### src/rtl/mem_arb_pkg.sv
// Shared types for the two-port memory arbiter: FSM states, request slot, port count.
// Slot fields are sized to the largest supported bus; modules cast to their own widths.
package mem_arb_pkg;

    localparam int unsigned NUM_PORTS  = 2;
    localparam int unsigned MAX_ADDR_W = 32;
    localparam int unsigned MAX_DATA_W = 64;

    typedef enum logic [2:0] {
        StIdle,
        StReq,
        StIssue,
        StWait,
        StResp
    } arb_state_e;

    typedef struct packed {
        logic [MAX_ADDR_W-1:0] addr;
        logic [MAX_DATA_W-1:0] wdata;
        logic                  rws;
        logic                  pending;
    } req_slot_t;

endpackage

### src/rtl/mem_arb_req_slot.sv
// One requester slot: accept logic, request capture and response hold for a single port.
module mem_arb_req_slot
    import mem_arb_pkg::*;
#(
    parameter int unsigned DATA_WIDTH    = 16,
    parameter int unsigned ADDRESS_WIDTH = 8
) (
    input  logic                     clk_i,
    input  logic                     reset_i,
    input  logic [ADDRESS_WIDTH-1:0] address_i,
    input  logic                     address_valid_i,
    input  logic [DATA_WIDTH-1:0]    write_data_i,
    input  logic                     write_data_valid_i,
    input  logic                     read_write_select_i,
    input  logic                     complete_i,
    input  logic [DATA_WIDTH-1:0]    mem_read_data_i,
    input  logic                     release_i,
    output req_slot_t                slot_o,
    output logic [DATA_WIDTH-1:0]    read_data_o,
    output logic                     read_data_valid_o,
    output logic                     write_done_o,
    output logic                     port_ready_o
);

    req_slot_t             slot_q;
    logic [DATA_WIDTH-1:0] read_data_q;
    logic                  read_data_valid_q;
    logic                  write_done_q;
    logic                  accept;

    assign port_ready_o = !slot_q.pending;
    assign accept       = port_ready_o && address_valid_i &&
                          (!read_write_select_i || write_data_valid_i);

    // Responses become visible during RESP because completion is taken straight from WAIT.
    always_ff @(posedge clk_i or posedge reset_i) begin
        if (reset_i) begin
            slot_q            <= '0;
            read_data_q       <= '0;
            read_data_valid_q <= 1'b0;
            write_done_q      <= 1'b0;
        end else begin
            write_done_q <= 1'b0;
            if (accept) begin
                slot_q.addr       <= MAX_ADDR_W'(address_i);
                slot_q.wdata      <= MAX_DATA_W'(write_data_i);
                slot_q.rws        <= read_write_select_i;
                slot_q.pending    <= 1'b1;
                read_data_valid_q <= 1'b0;
            end else begin
                if (complete_i) begin
                    if (slot_q.rws) begin
                        write_done_q <= 1'b1;
                    end else begin
                        read_data_valid_q <= 1'b1;
                        read_data_q       <= mem_read_data_i;
                    end
                end
                if (release_i) begin
                    slot_q.pending <= 1'b0;
                end
            end
        end
    end

    assign slot_o            = slot_q;
    assign read_data_o       = read_data_q;
    assign read_data_valid_o = read_data_valid_q;
    assign write_done_o      = write_done_q;

endmodule

### src/rtl/mem_port_arbiter.sv
// Two-requester arbiter onto a single memory port, one transaction in flight at a time.
// Define ARB_ROUND_ROBIN_EN for round-robin ties; otherwise port 0 has fixed priority.
module mem_port_arbiter
    import mem_arb_pkg::*;
#(
    parameter int unsigned DATA_WIDTH    = 16,
    parameter int unsigned ADDRESS_WIDTH = 8
) (
    input  logic                     clk_i,
    input  logic                     reset_i,
    input  logic [ADDRESS_WIDTH-1:0] fe_address_0_i,
    input  logic                     fe_address_valid_0_i,
    input  logic [DATA_WIDTH-1:0]    fe_write_data_0_i,
    input  logic                     fe_write_data_valid_0_i,
    input  logic                     fe_read_write_select_0_i,
    output logic [DATA_WIDTH-1:0]    fe_read_data_0_o,
    output logic                     fe_read_data_valid_0_o,
    output logic                     fe_write_done_0_o,
    output logic                     fe_port_ready_0_o,
    input  logic [ADDRESS_WIDTH-1:0] fe_address_1_i,
    input  logic                     fe_address_valid_1_i,
    input  logic [DATA_WIDTH-1:0]    fe_write_data_1_i,
    input  logic                     fe_write_data_valid_1_i,
    input  logic                     fe_read_write_select_1_i,
    output logic [DATA_WIDTH-1:0]    fe_read_data_1_o,
    output logic                     fe_read_data_valid_1_o,
    output logic                     fe_write_done_1_o,
    output logic                     fe_port_ready_1_o,
    output logic [ADDRESS_WIDTH-1:0] be_address_o,
    output logic                     be_address_valid_o,
    output logic [DATA_WIDTH-1:0]    be_write_data_o,
    output logic                     be_write_data_valid_o,
    output logic                     be_read_write_select_o,
    input  logic [DATA_WIDTH-1:0]    be_read_data_i,
    input  logic                     be_read_data_valid_i,
    input  logic                     be_write_done_i,
    input  logic                     be_port_ready_i
);

    arb_state_e               state_q;
    logic                     grant_q;
    logic [ADDRESS_WIDTH-1:0] be_address_q;
    logic                     be_address_valid_q;
    logic [DATA_WIDTH-1:0]    be_write_data_q;
    logic                     be_write_data_valid_q;
    logic                     be_rws_q;
`ifdef ARB_ROUND_ROBIN_EN
    logic                     last_grant_q;
`endif

    req_slot_t slot_0;
    req_slot_t slot_1;
    req_slot_t sel_slot;
    logic      winner;
    logic      mem_done;
    logic      complete_0, complete_1;
    logic      release_0, release_1;
    logic      unused_slot_bits;

    assign mem_done   = be_rws_q ? be_write_done_i : be_read_data_valid_i;
    assign complete_0 = (state_q == StWait) && mem_done && !grant_q;
    assign complete_1 = (state_q == StWait) && mem_done && grant_q;
    assign release_0  = (state_q == StResp) && !grant_q;
    assign release_1  = (state_q == StResp) && grant_q;

    always_comb begin
        winner = slot_1.pending && !slot_0.pending;
`ifdef ARB_ROUND_ROBIN_EN
        if (slot_0.pending && slot_1.pending) begin
            winner = !last_grant_q;
        end
`endif
    end

    assign sel_slot = winner ? slot_1 : slot_0;
    // Upper slot bits beyond the configured bus widths are always zero.
    assign unused_slot_bits = ^{slot_0, slot_1};

    mem_arb_req_slot #(
        .DATA_WIDTH   (DATA_WIDTH),
        .ADDRESS_WIDTH(ADDRESS_WIDTH)
    ) u_slot_0 (
        .clk_i              (clk_i),
        .reset_i            (reset_i),
        .address_i          (fe_address_0_i),
        .address_valid_i    (fe_address_valid_0_i),
        .write_data_i       (fe_write_data_0_i),
        .write_data_valid_i (fe_write_data_valid_0_i),
        .read_write_select_i(fe_read_write_select_0_i),
        .complete_i         (complete_0),
        .mem_read_data_i    (be_read_data_i),
        .release_i          (release_0),
        .slot_o             (slot_0),
        .read_data_o        (fe_read_data_0_o),
        .read_data_valid_o  (fe_read_data_valid_0_o),
        .write_done_o       (fe_write_done_0_o),
        .port_ready_o       (fe_port_ready_0_o)
    );

    mem_arb_req_slot #(
        .DATA_WIDTH   (DATA_WIDTH),
        .ADDRESS_WIDTH(ADDRESS_WIDTH)
    ) u_slot_1 (
        .clk_i              (clk_i),
        .reset_i            (reset_i),
        .address_i          (fe_address_1_i),
        .address_valid_i    (fe_address_valid_1_i),
        .write_data_i       (fe_write_data_1_i),
        .write_data_valid_i (fe_write_data_valid_1_i),
        .read_write_select_i(fe_read_write_select_1_i),
        .complete_i         (complete_1),
        .mem_read_data_i    (be_read_data_i),
        .release_i          (release_1),
        .slot_o             (slot_1),
        .read_data_o        (fe_read_data_1_o),
        .read_data_valid_o  (fe_read_data_valid_1_o),
        .write_done_o       (fe_write_done_1_o),
        .port_ready_o       (fe_port_ready_1_o)
    );

    always_ff @(posedge clk_i or posedge reset_i) begin
        if (reset_i) begin
            state_q               <= StIdle;
            grant_q               <= 1'b0;
            be_address_q          <= '0;
            be_address_valid_q    <= 1'b0;
            be_write_data_q       <= '0;
            be_write_data_valid_q <= 1'b0;
            be_rws_q              <= 1'b0;
`ifdef ARB_ROUND_ROBIN_EN
            last_grant_q          <= 1'b1;
`endif
        end else begin
            unique case (state_q)
                StIdle: begin
                    if (slot_0.pending || slot_1.pending) begin
                        grant_q               <= winner;
                        be_address_q          <= sel_slot.addr[ADDRESS_WIDTH-1:0];
                        be_write_data_q       <= sel_slot.wdata[DATA_WIDTH-1:0];
                        be_rws_q              <= sel_slot.rws;
                        be_write_data_valid_q <= sel_slot.rws;
                        state_q               <= StReq;
                    end
                end
                StReq: begin
                    if (be_port_ready_i) begin
                        be_address_valid_q <= 1'b1;
                        state_q            <= StIssue;
                    end
                end
                StIssue: begin
                    be_address_valid_q <= 1'b0;
                    state_q            <= StWait;
                end
                StWait: begin
                    if (mem_done) begin
                        state_q <= StResp;
                    end
                end
                StResp: begin
                    be_write_data_valid_q <= 1'b0;
`ifdef ARB_ROUND_ROBIN_EN
                    last_grant_q          <= grant_q;
`endif
                    state_q               <= StIdle;
                end
                default: state_q <= StIdle;
            endcase
        end
    end

    assign be_address_o           = be_address_q;
    assign be_address_valid_o     = be_address_valid_q;
    assign be_write_data_o        = be_write_data_q;
    assign be_write_data_valid_o  = be_write_data_valid_q;
    assign be_read_write_select_o = be_rws_q;

endmodule

### config.mk
export PLATFORM = sky130hd
export DESIGN_NAME = mem_port_arbiter
export DESIGN_NICKNAME = d
export VERILOG_FILES = /design/src/rtl/mem_arb_pkg.sv /design/src/rtl/mem_arb_req_slot.sv /design/src/rtl/mem_port_arbiter.sv
export SDC_FILE = /design/constraint.sdc
export NUM_CORES = 1
export LEC_CHECK = 0
export ABC_AREA = 1
export CAP_MARGIN = 20
export CORE_ASPECT_RATIO = 0.75
export CORE_MARGIN = 2
export CORE_UTILIZATION = 44
export CTS_BUF_LIST = sky130_fd_sc_hd__clkbuf_16
export CTS_CLUSTER_DIAMETER = 50
export CTS_CLUSTER_SIZE = 30
export DETAILED_ROUTE_END_ITERATION = 8
export HOLD_SLACK_MARGIN = 0.05
export PLACE_DENSITY = 0.84
export REMOVE_ABC_BUFFERS = 1
export SETUP_SLACK_MARGIN = 0.5
export SKIP_CTS_REPAIR_TIMING = 1
export SYNTH_ARGS = -nofsm -noshare
export SYNTH_HDL_FRONTEND = slang
export SYNTH_SLANG_ARGS = --single-unit
### constraint.sdc
create_clock -name clk_i -period 4.2 [get_ports clk_i]
set_clock_uncertainty 0.2 [all_clocks]
set_input_delay 0.84 -clock clk_i [delete_from_list [all_inputs] [get_ports clk_i]]
set_output_delay 0.84 -clock clk_i [all_outputs]
set_load 0.01 [all_outputs]
; Word-level counts from Yosys, hierarchy flattened
; Cells that the tools add are included.
; W data, S select, Z words.
[word_totals]
reg_bits = 119
in_bits = 75
output_inout_bits = 65
[classes]
n_eq_ne = 9
n_mux = 26
n_bitwise = 4
reduce_logical = 33
[ops]
columns = op, n
row1 = $mux W74, 1
row2 = $mux W1, 19
row3 = $pmux W3 S4, 1
row4 = $reduce_bool A2 Y1, 6
row5 = $logic_and A1 B1 Y1, 10
row6 = $ne A2 B2 Y1 const B, 5
row7 = $reduce_and A2 Y1, 5
row8 = $mux W3, 3
row9 = $reduce_and A3 Y1, 3
row10 = $eq A3 B2 Y1 const B, 2
row11 = $logic_not A1 Y1, 5
row12 = $not A1 Y1, 4
row13 = $pmux W1 S2, 2
row14 = $eq A3 B1 Y1 const B, 1
row15 = $eq A3 B3 Y1 const B, 1
row16 = $logic_not A3 Y1, 1
row17 = $logic_or A1 B1 Y1, 3

; Logic depth before layout (Yosys ltp)
; Gate-level depths: netlist of run 1.
[logic_depth]
depth_word = 5
mapped_depth = 8
mapped_depth_nobuf = 7

; Modules after synthesis
; A second synthesis of run 1 with hierarchy kept.
[hier_totals]
hier_cells = 758
area_unflattened_um2 = 6192.2
[by_module_without_submodules]
columns = module, instances, cells_per_inst, area_per_inst_um2, seq_area_each_um2
row1 = mem_arb_req_slot, 2, 264, 2302.2, 1101.1
row2 = mem_port_arbiter, 1, 230, 1587.8, 775.7

; Worst setup path before layout of run 1
; No wires, ideal clock.
[synth_timing]
kind = input-to-reg
start = in fe_write_data_valid_1_i
end = reg u_slot_1.read_data_q[7], in the netlist u_slot_1.read_data_o[7]
setup_ps = 121
t_arrival_ps = 1545
required_time_ps = 3879
slack_ps = 2334
stages = 7
cell_sequence = inv_1 -> nand2_1 -> nand2_2 -> nand2_4 -> buf_2 -> o21bai_1 -> nand2_1
[synth_via]
elab_chain_cells = 4
[synth_rtl]
columns = element, line
row1 = from (decl), mem_port_arbiter.sv:23  ; input logic fe_write_data_valid_1_i,
row2 = $logic_or A1 B1 Y1, mem_arb_req_slot.sv:33  ; (!read_write_select_i || write_data_valid_i);
row3 = $logic_and A1 B1 Y1, mem_arb_req_slot.sv:32  ; assign accept = port_ready_o && address_valid_i &&
row4 = $not A1 Y1 (no source line), -
row5 = $reduce_and A3 Y1 (no source line), -
row6 = to (signal assigned), mem_arb_req_slot.sv:56  ; read_data_q <= mem_read_data_i;
row7 = to (decl), mem_arb_req_slot.sv:26  ; logic [DATA_WIDTH-1:0] read_data_q;
; No other way between the ends.
; A chain may end at the register's enable or synchronous reset.

; Worst setup path after layout of run 1
[layout_timing]
start = reg u_slot_1.slot_q, in the netlist u_slot_1.slot_o[0]
end = out fe_port_ready_1_o
[layout_via]
elab_chain_cells = 1
[layout_rtl]
columns = element, line
row1 = from (decl), mem_arb_req_slot.sv:25  ; req_slot_t slot_q;
row2 = $logic_not A1 Y1, mem_arb_req_slot.sv:31  ; assign port_ready_o = !slot_q.pending;
row3 = to (decl), mem_port_arbiter.sv:28  ; output logic fe_port_ready_1_o,
; No other way between the ends.

==> impl_metrics.prom, run 1 <==
# TYPE chip_impl_metric gauge
chip_impl_metric{name="buffer_ports.inserted",unit=""} 139
chip_impl_metric{name="whs",unit="ns"} 0.277
chip_impl_info{name="r2r-start",value="state_q[2]"} 1
chip_impl_info{name="min_path_type",value="flop to flop"} 1
chip_impl_metric{name="powerDensity",unit="nW/um^2"} 745
chip_impl_metric{name="yosys_register_bits",unit=""} 119
chip_impl_metric{name="gp_congestion",unit=""} 0.800
chip_impl_metric{name="timing.reg2reg.worst_path_depth",unit=""} 5
chip_impl_metric{name="maxCapViolCount",unit=""} 0
chip_impl_metric{name="cts.sink_count",unit=""} 119
chip_impl_metric{name="final_design_area_no_fill",unit="sq um"} 7360
chip_impl_info{name="cts-root-buf",value="clkbuf_16"} 1
chip_impl_metric{name="fp.dieArea",unit="sq um"} 13200
chip_impl_metric{name="max_slew.worst_pin.slew",unit="ns"} 0.863
chip_impl_metric{name="synth.avg_cell_area",unit="sq um"} 8.69
chip_impl_metric{name="fin_tns_setup",unit="ns"} 0
chip_impl_metric{name="finalCriticalPeriod",unit="ns"} 2.51
chip_impl_metric{name="dr.first_iter.drc_count",unit=""} 318
chip_impl_metric{name="wire_length_of_the_first_global_routing_pass",unit="um"} 21000
chip_impl_metric{name="ys_async_sr_fraction",unit=""} 1.00
chip_impl_metric{name="die_height",unit="um"} 99.9
chip_impl_metric{name="layout-drive-gt1-share",unit=""} 0.0924
chip_impl_metric{name="layout.cells.non_filler",unit=""} 930
chip_impl_metric{name="report.final.setup_viol",unit=""} 0
chip_impl_metric{name="remaining_drcs",unit=""} 0
chip_impl_info{name="status",value="complete, no violations"} 1
chip_impl_metric{name="layout-area-overhead-vs-synth",unit="%"} 36.5
chip_impl_metric{name="boundaryPins",unit=""} 140
chip_impl_metric{name="row_count",unit=""} 34
chip_impl_metric{name="critPathArrivalTime",unit="ns"} 1.47
chip_impl_metric{name="setup.reg_to_reg.worst_slack",unit="ns"} 2.04
chip_impl_metric{name="final-max-slew-violation-count",unit=""} 0
chip_impl_info{name="critPathKind",value="flop to output port"} 1
chip_impl_metric{name="grt_util_all_layers",unit=""} 0.203
chip_impl_metric{name="htreeDepth",unit=""} 4
chip_impl_metric{name="summed_instance_area_of_the_synthesized_netlist",unit="sq um"} 5390
chip_impl_metric{name="yosys-mux-area-fraction",unit=""} 0
chip_impl_info{name="synth_top_family_by_area",value="simple AND/OR/NAND/NOR gates"} 1
chip_impl_info{name="synth-main-ff-cell",value="dfrtp_1"} 1
chip_impl_metric{name="syn_inst",unit=""} 620
chip_impl_metric{name="synth_compound_area_frac",unit=""} 0.102
chip_impl_metric{name="antenna_violations_before_repair",unit=""} 0
chip_impl_metric{name="yosysSeqAreaShare",unit=""} 0.552
chip_impl_metric{name="post-route-util",unit=""} 0.625
chip_impl_info{name="setup_repair_after_global_routing_missed_its_margin",value="no"} 1
chip_impl_metric{name="route.final.wire_length",unit="um"} 12800
chip_impl_metric{name="post-place-cells",unit=""} 898
chip_impl_metric{name="synth_cell_type_count",unit=""} 26
chip_impl_info{name="tritoncts_clock_tree",value="done"} 1
chip_impl_metric{name="coreArea",unit="sq um"} 11800
chip_impl_metric{name="final_min_period_over_clock_period",unit=""} 0.598
chip_impl_metric{name="timing.max_slew.rel_slack",unit=""} 0.424
chip_impl_metric{name="nets",unit=""} 830
chip_impl_info{name="critPathCaptureType",value="output port"} 1
chip_impl_metric{name="detailroute.via_count",unit=""} 4356
chip_impl_metric{name="timing.final.hold_violations",unit=""} 0
chip_impl_info{name="critical_path.startpoint_type",value="flop"} 1
chip_impl_metric{name="start_util",unit=""} 0.457
chip_impl_metric{name="area_share_of_xor_xnor_cells_in_the_synthesized_design",unit=""} 0
chip_impl_metric{name="fmax",unit="MHz"} 398
chip_impl_metric{name="synth_warnings",unit=""} 0
chip_impl_info{name="crit_chain",value="inv_2 -> clkdlybuf4s50_1"} 1
chip_impl_metric{name="total_leakage_power",unit="nW"} 3.62
chip_impl_metric{name="yosys.area_share.simple",unit=""} 0.259
chip_impl_metric{name="grt_pass1_vias",unit=""} 4200
chip_impl_metric{name="max-clock-path-buffers",unit=""} 2
chip_impl_info{name="worst_setup_path_startpoint",value="u_slot_1.slot_o[0]"} 1
chip_impl_metric{name="cts_buffers",unit=""} 17
chip_impl_metric{name="drt_pre_antenna_iters",unit=""} 4
chip_impl_metric{name="synth_adder_area_share",unit=""} 0
chip_impl_metric{name="clock_insertion_delay_worst_skew",unit="ns"} 0.40
chip_impl_metric{name="dp_hpwl",unit="um"} 8750
chip_impl_metric{name="synth-edff-count",unit=""} 0
chip_impl_metric{name="critical_path.max_stage_delay",unit="ns"} 0.53
chip_impl_metric{name="route.detailed.vias_per_inst",unit=""} 4.68
chip_impl_metric{name="wire_per_inst",unit="um"} 13.8
chip_impl_metric{name="ant_nets",unit=""} 0
chip_impl_metric{name="power.ir.vdd_worst",unit="mV"} 0.356
chip_impl_metric{name="clk_pin_slew_worst_setup_hold_paths",unit="ns"} 0.06
chip_impl_metric{name="dpl_cell_area",unit="sq um"} 6840
chip_impl_info{name="rr_endpoint",value="be_read_write_select_o"} 1
chip_impl_info{name="critical_path.endpoint",value="fe_port_ready_1_o"} 1
chip_impl_info{name="cpMaxStageDelayCell",value="clkdlybuf4s50_1"} 1
chip_impl_metric{name="die-width",unit="um"} 132
chip_impl_metric{name="grt_start_max_net_pins",unit=""} 71
chip_impl_metric{name="worstPathMaxFanout",unit=""} 4
chip_impl_metric{name="worstPathRequired",unit="ns"} 3.16
chip_impl_metric{name="grt.overflow.total",unit=""} 0
chip_impl_metric{name="diodes",unit=""} 0
-- placed cells by master, fill, tap and decap left out, types with 3 or more instances in the layout --
| cell | count |
|---|---|
| clkbuf_16 | 17 |
| clkdlybuf4s50_1 | 139 |
| clkinv_1 | 3 |
| clkinvlp_4 | 6 |
| dfrtp_1 | 119 |
| inv_1 | 67 |
| inv_2 | 9 |
| nand2_1 | 254 |
| nand2_2 | 3 |
| nand3_1 | 36 |
| nor2_1 | 11 |
| nor2_8 | 3 |
| o21ai_0 | 24 |
| o21ai_1 | 26 |
| o21bai_1 | 16 |
| o21bai_2 | 16 |
-- registers in the layout, summed over array words and instances (netlist names) --
signal                      count
u_slot_0.slot_o                26
u_slot_1.slot_o                26
be_write_data_o                16
u_slot_0.read_data_o           16
u_slot_1.read_data_o           16
be_address_o                    8
state_q                         3
be_address_valid_o              1
be_read_write_select_o          1
be_write_data_valid_o           1
grant_q                         1
u_slot_0.read_data_valid_o      1
u_slot_0.write_done_o           1
u_slot_1.read_data_valid_o      1
u_slot_1.write_done_o           1
-- final cells by class --
cell class              count  area, sq um
clock buffers              17          425
clock inverters            15         91.3
fillers                   999         4420
inverters                  76          290
multi-input cells         399         1950
flip-flops and latches    119         2980
well taps                 162          203
repair buffers            142         1430
-- power breakdown --
part	total, W	leakage [nW]	internal (W)	switching [W]
Sequential	0.00195	1.42	0.00168	0.000273
Combinational	0.00227	1.97	0.00103	0.00124
Clock	0.00126	0.242	0.000741	0.000518
-- synthesized netlist by cell type, types with 2 or more instances --
| cell | n | area [sq um] |
|---|---|---|
| dfrtp_1 | 119 | 2980 |
| nand3_4 | 2 | 35.0 |
| nor2_8 | 3 | 60.1 |
| nor2_1 | 11 | 41.3 |
| clkbuf_1 | 2 | 7.51 |
| nor3_2 | 2 | 20.0 |
| buf_2 | 14 | 70.1 |
| o21ai_0 | 24 | 120 |
| buf_8 | 3 | 45.0 |
| nand2_8 | 2 | 40.0 |
| buf_4 | 5 | 37.5 |
| o21ai_1 | 26 | 130 |
| nand2_1 | 254 | 953 |
| o21bai_1 | 16 | 120 |
| nand3_1 | 36 | 180 |
| o21bai_2 | 16 | 180 |
| inv_2 | 9 | 33.8 |
| inv_1 | 66 | 248 |
| nand2_2 | 3 | 18.8 |
-- critical path, delay by kind of cell, from the launching register on --
family	cells	cell delay, ns
flops	1	0.45
buf+inv	2	0.62
-- cell families (layout without fill, tap and decap cells) --
| kind of cell | Yosys count | in the layout |
|---|---|---|
| AO/OA/AOI/OAI | 82 | 82 |
| buffers and inverters | 102 | 250 |
| flip-flops | 119 | 119 |
| AND/OR/NAND/NOR | 317 | 317 |
-- how the worst min path moves through the flow --
stage,depth (start not counted),slack [ns],to,start
after floorplan,2,0.25,u_slot_0.slot_o[10],u_slot_0.slot_o[10]
after global placement,2,0.26,u_slot_0.slot_o[69],u_slot_0.slot_o[69]
after detailed placement,2,0.26,u_slot_0.slot_o[70],u_slot_0.slot_o[70]
after CTS,2,0.28,u_slot_1.slot_o[14],u_slot_1.slot_o[14]
after global routing,2,0.29,u_slot_0.slot_o[70],u_slot_0.slot_o[70]
final,2,0.28,be_address_o[7],be_address_o[7]
-- per-stage QoR --
step                      power (W)  setup slack (ns)
after CTS                   0.00553              1.67
after detailed placement    0.00425              1.37
after global placement      0.00418              1.51
after floorplan             0.00323           0.00253
after global routing        0.00588              1.62
final                       0.00549              1.69
-- routing by layer --
layer / part of all wire / up-vias / wire length, um / global-route usage
met5: 0 / - / 0 / 0
met4: 0.017 / 0 / 218 / 0.0736
met3: 0.044 / 16 / 559 / 0.0409
met2: 0.46 / 113 / 5940 / 0.315
met1: 0.48 / 2043 / 6130 / 0.288
li1: - / 2184 / - / -
No activity file was read; power rests on OpenSTA's default activity.
==> run 2: changes to the inputs <==
==> constraint.sdc (replaced) <==
create_clock -name clk_i -period 2.3 [get_ports clk_i]
set_clock_uncertainty 0.2 [all_clocks]
set_input_delay 0.46 -clock clk_i [delete_from_list [all_inputs] [get_ports clk_i]]
set_output_delay 0.46 -clock clk_i [all_outputs]
set_load 0.01 [all_outputs]
==> run 2 against run 1 <==
  * Die area unchanged
  * Setup slack got worse by 1.1 ns
  * Clock power increased by 99%
  * Global-route usage increased by 1.5 points
  * Cell count increased by 0.75%
  * Power increased by 87%
  * Via count increased by 1.9%
  * Sequential cell count unchanged
  * Critical path type is now primary input to flop
  * Critical endpoint is now u_slot_1.read_data_valid_o
  * Largest power group unchanged
==> impl_metrics.prom, run 2 (synthesized netlist as in run 1, its figures left out) <==
# TYPE chip_impl_metric gauge
chip_impl_metric{name="remaining_drcs",unit=""} 0
chip_impl_metric{name="dp_hpwl",unit="um"} 9300
chip_impl_metric{name="fillers",unit=""} 965
chip_impl_metric{name="wl_met1",unit="um"} 6090
chip_impl_metric{name="worstPathRequired",unit="ns"} 2.37
chip_impl_metric{name="ant_nets",unit=""} 0
chip_impl_metric{name="fmax",unit="MHz"} 579
chip_impl_metric{name="wire_length_of_the_first_global_routing_pass",unit="um"} 22900
chip_impl_info{name="mostFrequentLayoutCell",value="nand2_1"} 1
chip_impl_info{name="critPathKind",value="primary input to flop"} 1
chip_impl_metric{name="grt_util_all_layers",unit=""} 0.218
chip_impl_metric{name="timing.reg2reg.worst_path_depth",unit=""} 5
chip_impl_metric{name="final-max-slew-violation-count",unit=""} 0
chip_impl_metric{name="post-place-cells",unit=""} 905
chip_impl_metric{name="powerDensity",unit="nW/um^2"} 1330
chip_impl_metric{name="sequential_cell_area",unit="sq um"} 2980
chip_impl_metric{name="fin_tns_setup",unit="ns"} 0
chip_impl_metric{name="clock_insertion_delay_worst_skew",unit="ns"} 0.39
chip_impl_info{name="tritoncts_clock_tree",value="done"} 1
chip_impl_metric{name="nets",unit=""} 837
chip_impl_info{name="min_path_type",value="primary input to async pin"} 1
chip_impl_metric{name="multiInputGateArea",unit="sq um"} 1950
chip_impl_metric{name="timing.max_slew.rel_slack",unit=""} 0.765
chip_impl_metric{name="diodes",unit=""} 0
chip_impl_metric{name="grt_start_max_net_pins",unit=""} 51
chip_impl_metric{name="worstPathMaxFanout",unit=""} 17
chip_impl_info{name="worst_setup_path_startpoint",value="fe_address_valid_1_i"} 1
chip_impl_info{name="critPathCaptureType",value="flop"} 1
chip_impl_metric{name="final.setup.worst_slack",unit="ns"} 0.573
chip_impl_info{name="cts-root-buf",value="clkbuf_16"} 1
chip_impl_info{name="status",value="complete, no violations"} 1
chip_impl_metric{name="fp.dieArea",unit="sq um"} 13200
chip_impl_metric{name="met3_wirelength",unit="um"} 596
chip_impl_metric{name="die_height",unit="um"} 99.9
chip_impl_metric{name="final_min_period_over_clock_period",unit=""} 0.751
chip_impl_metric{name="grt.overflow.total",unit=""} 0
chip_impl_metric{name="total_leakage_power",unit="nW"} 4.34
chip_impl_metric{name="detailroute.via_count",unit=""} 4439
chip_impl_metric{name="route.met2.wl",unit="um"} 6740
chip_impl_metric{name="clk_pin_slew_worst_setup_hold_paths",unit="ns"} 0.06
chip_impl_metric{name="grt_pass1_vias",unit=""} 4611
chip_impl_metric{name="layout.cells.non_filler",unit=""} 937
chip_impl_metric{name="buffer_ports.inserted",unit=""} 139
chip_impl_metric{name="power.ir.vdd_worst",unit="mV"} 0.689
chip_impl_metric{name="route.detailed.vias_per_inst",unit=""} 4.74
chip_impl_metric{name="dr.first_iter.drc_count",unit=""} 202
chip_impl_metric{name="boundaryPins",unit=""} 140
chip_impl_metric{name="row_count",unit=""} 34
chip_impl_metric{name="maxCapViolCount",unit=""} 0
chip_impl_metric{name="antenna_violations_before_repair",unit=""} 0
chip_impl_info{name="most-common-layout-cells",value="254 x nand2_1, 118 x dfrtp_1, 74 x clkdlybuf4s50_1"} 1
chip_impl_metric{name="gp_congestion",unit=""} 0.816
chip_impl_metric{name="coreArea",unit="sq um"} 11800
chip_impl_metric{name="layout-drive-gt1-share",unit=""} 0.108
chip_impl_metric{name="wire_per_inst",unit="um"} 14.5
chip_impl_info{name="critical_path.startpoint_type",value="primary input"} 1
chip_impl_metric{name="drt_pre_antenna_iters",unit=""} 5
chip_impl_info{name="maxUsedRoutingLayer",value="met4"} 1
chip_impl_metric{name="cts_buffers",unit=""} 17
chip_impl_metric{name="start_util",unit=""} 0.457
chip_impl_metric{name="route.final.wire_length",unit="um"} 13600
chip_impl_info{name="setup_repair_after_global_routing_missed_its_margin",value="no"} 1
chip_impl_metric{name="place_ws",unit="ns"} 0.196
chip_impl_metric{name="max-clock-path-buffers",unit=""} 2
chip_impl_metric{name="max_slew.worst_pin.slew",unit="ns"} 0.353
chip_impl_info{name="r2r-start",value="u_slot_1.slot_o[0]"} 1
chip_impl_metric{name="timing.final.hold_violations",unit=""} 0
chip_impl_metric{name="die-width",unit="um"} 132
chip_impl_metric{name="layout-area-overhead-vs-synth",unit="%"} 42.8
chip_impl_metric{name="report.final.setup_viol",unit=""} 0
chip_impl_metric{name="critPathArrivalTime",unit="ns"} 1.80
chip_impl_metric{name="cts.sink_count",unit=""} 119
chip_impl_metric{name="htreeDepth",unit=""} 4
chip_impl_metric{name="finalCriticalPeriod",unit="ns"} 1.73
run 2: cell count changes in the layout (fill, tap and decap cells not counted), moves of 2 or more:
cell             previous run  this run
clkinv_4                    1         5
clkdlybuf4s50_1           139        74
clkinv_1                    3         0
clkinvlp_4                  6         3
buf_4                       2         4
inv_6                       1         5
inv_1                      67        65
buf_12                      1         6
dlymetal6s2s_1              0        65
run 2: metrics by stage:
stage | utilization | power, W | hold WS [ns] | cell area [sq um]
2_1_floorplan | - | 0.00590 | 0.249 | 5210
3_3_place_gp | 0.590 | 0.00775 | 0.262 | 6960
3_5_place_dp | 0.590 | 0.00794 | 0.266 | 6960
4_1_cts | 0.639 | 0.0105 | 0.163 | 7530
5_1_grt | 0.653 | 0.0110 | 0.170 | 7690
6_report | 0.653 | 0.0103 | 0.168 | 7690
run 2: worst max-delay path: stages:
cell	delay (ns)
clkdlybuf4s50_1	0.46
inv_1	0.04
nor2_1	0.15
nand2_2	0.19
nand2_4	0.11
buf_4	0.26
o21ai_1	0.12
run 2: worst paths after layout:
| path | end | slack, ns |
|---|---|---|
| worst min-delay path | u_slot_1.read_data_o[5] | 0.17 |
| worst min register to register | be_write_data_o[0] | 0.27 |
| max in group asynchronous | u_slot_1.slot_o[0] | 1.14 |
| worst max register to register | u_slot_1.read_data_valid_o | 0.66 |
| min in group clk_i | be_write_data_o[0] | 0.27 |
| worst max-delay path | u_slot_1.read_data_valid_o | 0.57 |
run 2: power breakdown:
part           switching (W)  internal (W)  leakage (nW)  total [W]
registers           0.000509       0.00307          1.41    0.00358
clock network        0.00100       0.00151         0.271    0.00251
logic                0.00233       0.00186          2.66    0.00418
run 2: per-layer routing:
metal,vias to the layer above,GRT usage
met4,0,0.0769
met2,109,0.362
met5,-,0
met3,12,0.0455
met1,2106,0.288
li1,2212,-
run 2: final cells by class:
cell class | instances | area share
Sequential cell | 119 | 0.387
Clock buffer | 17 | 0.0553
Timing Repair Buffer | 149 | 0.221
Multi-Input combinational cell | 399 | 0.253
Tap cell | 162 | 0.0263
Inverter | 76 | 0.0380
Clock inverter | 15 | 0.0189
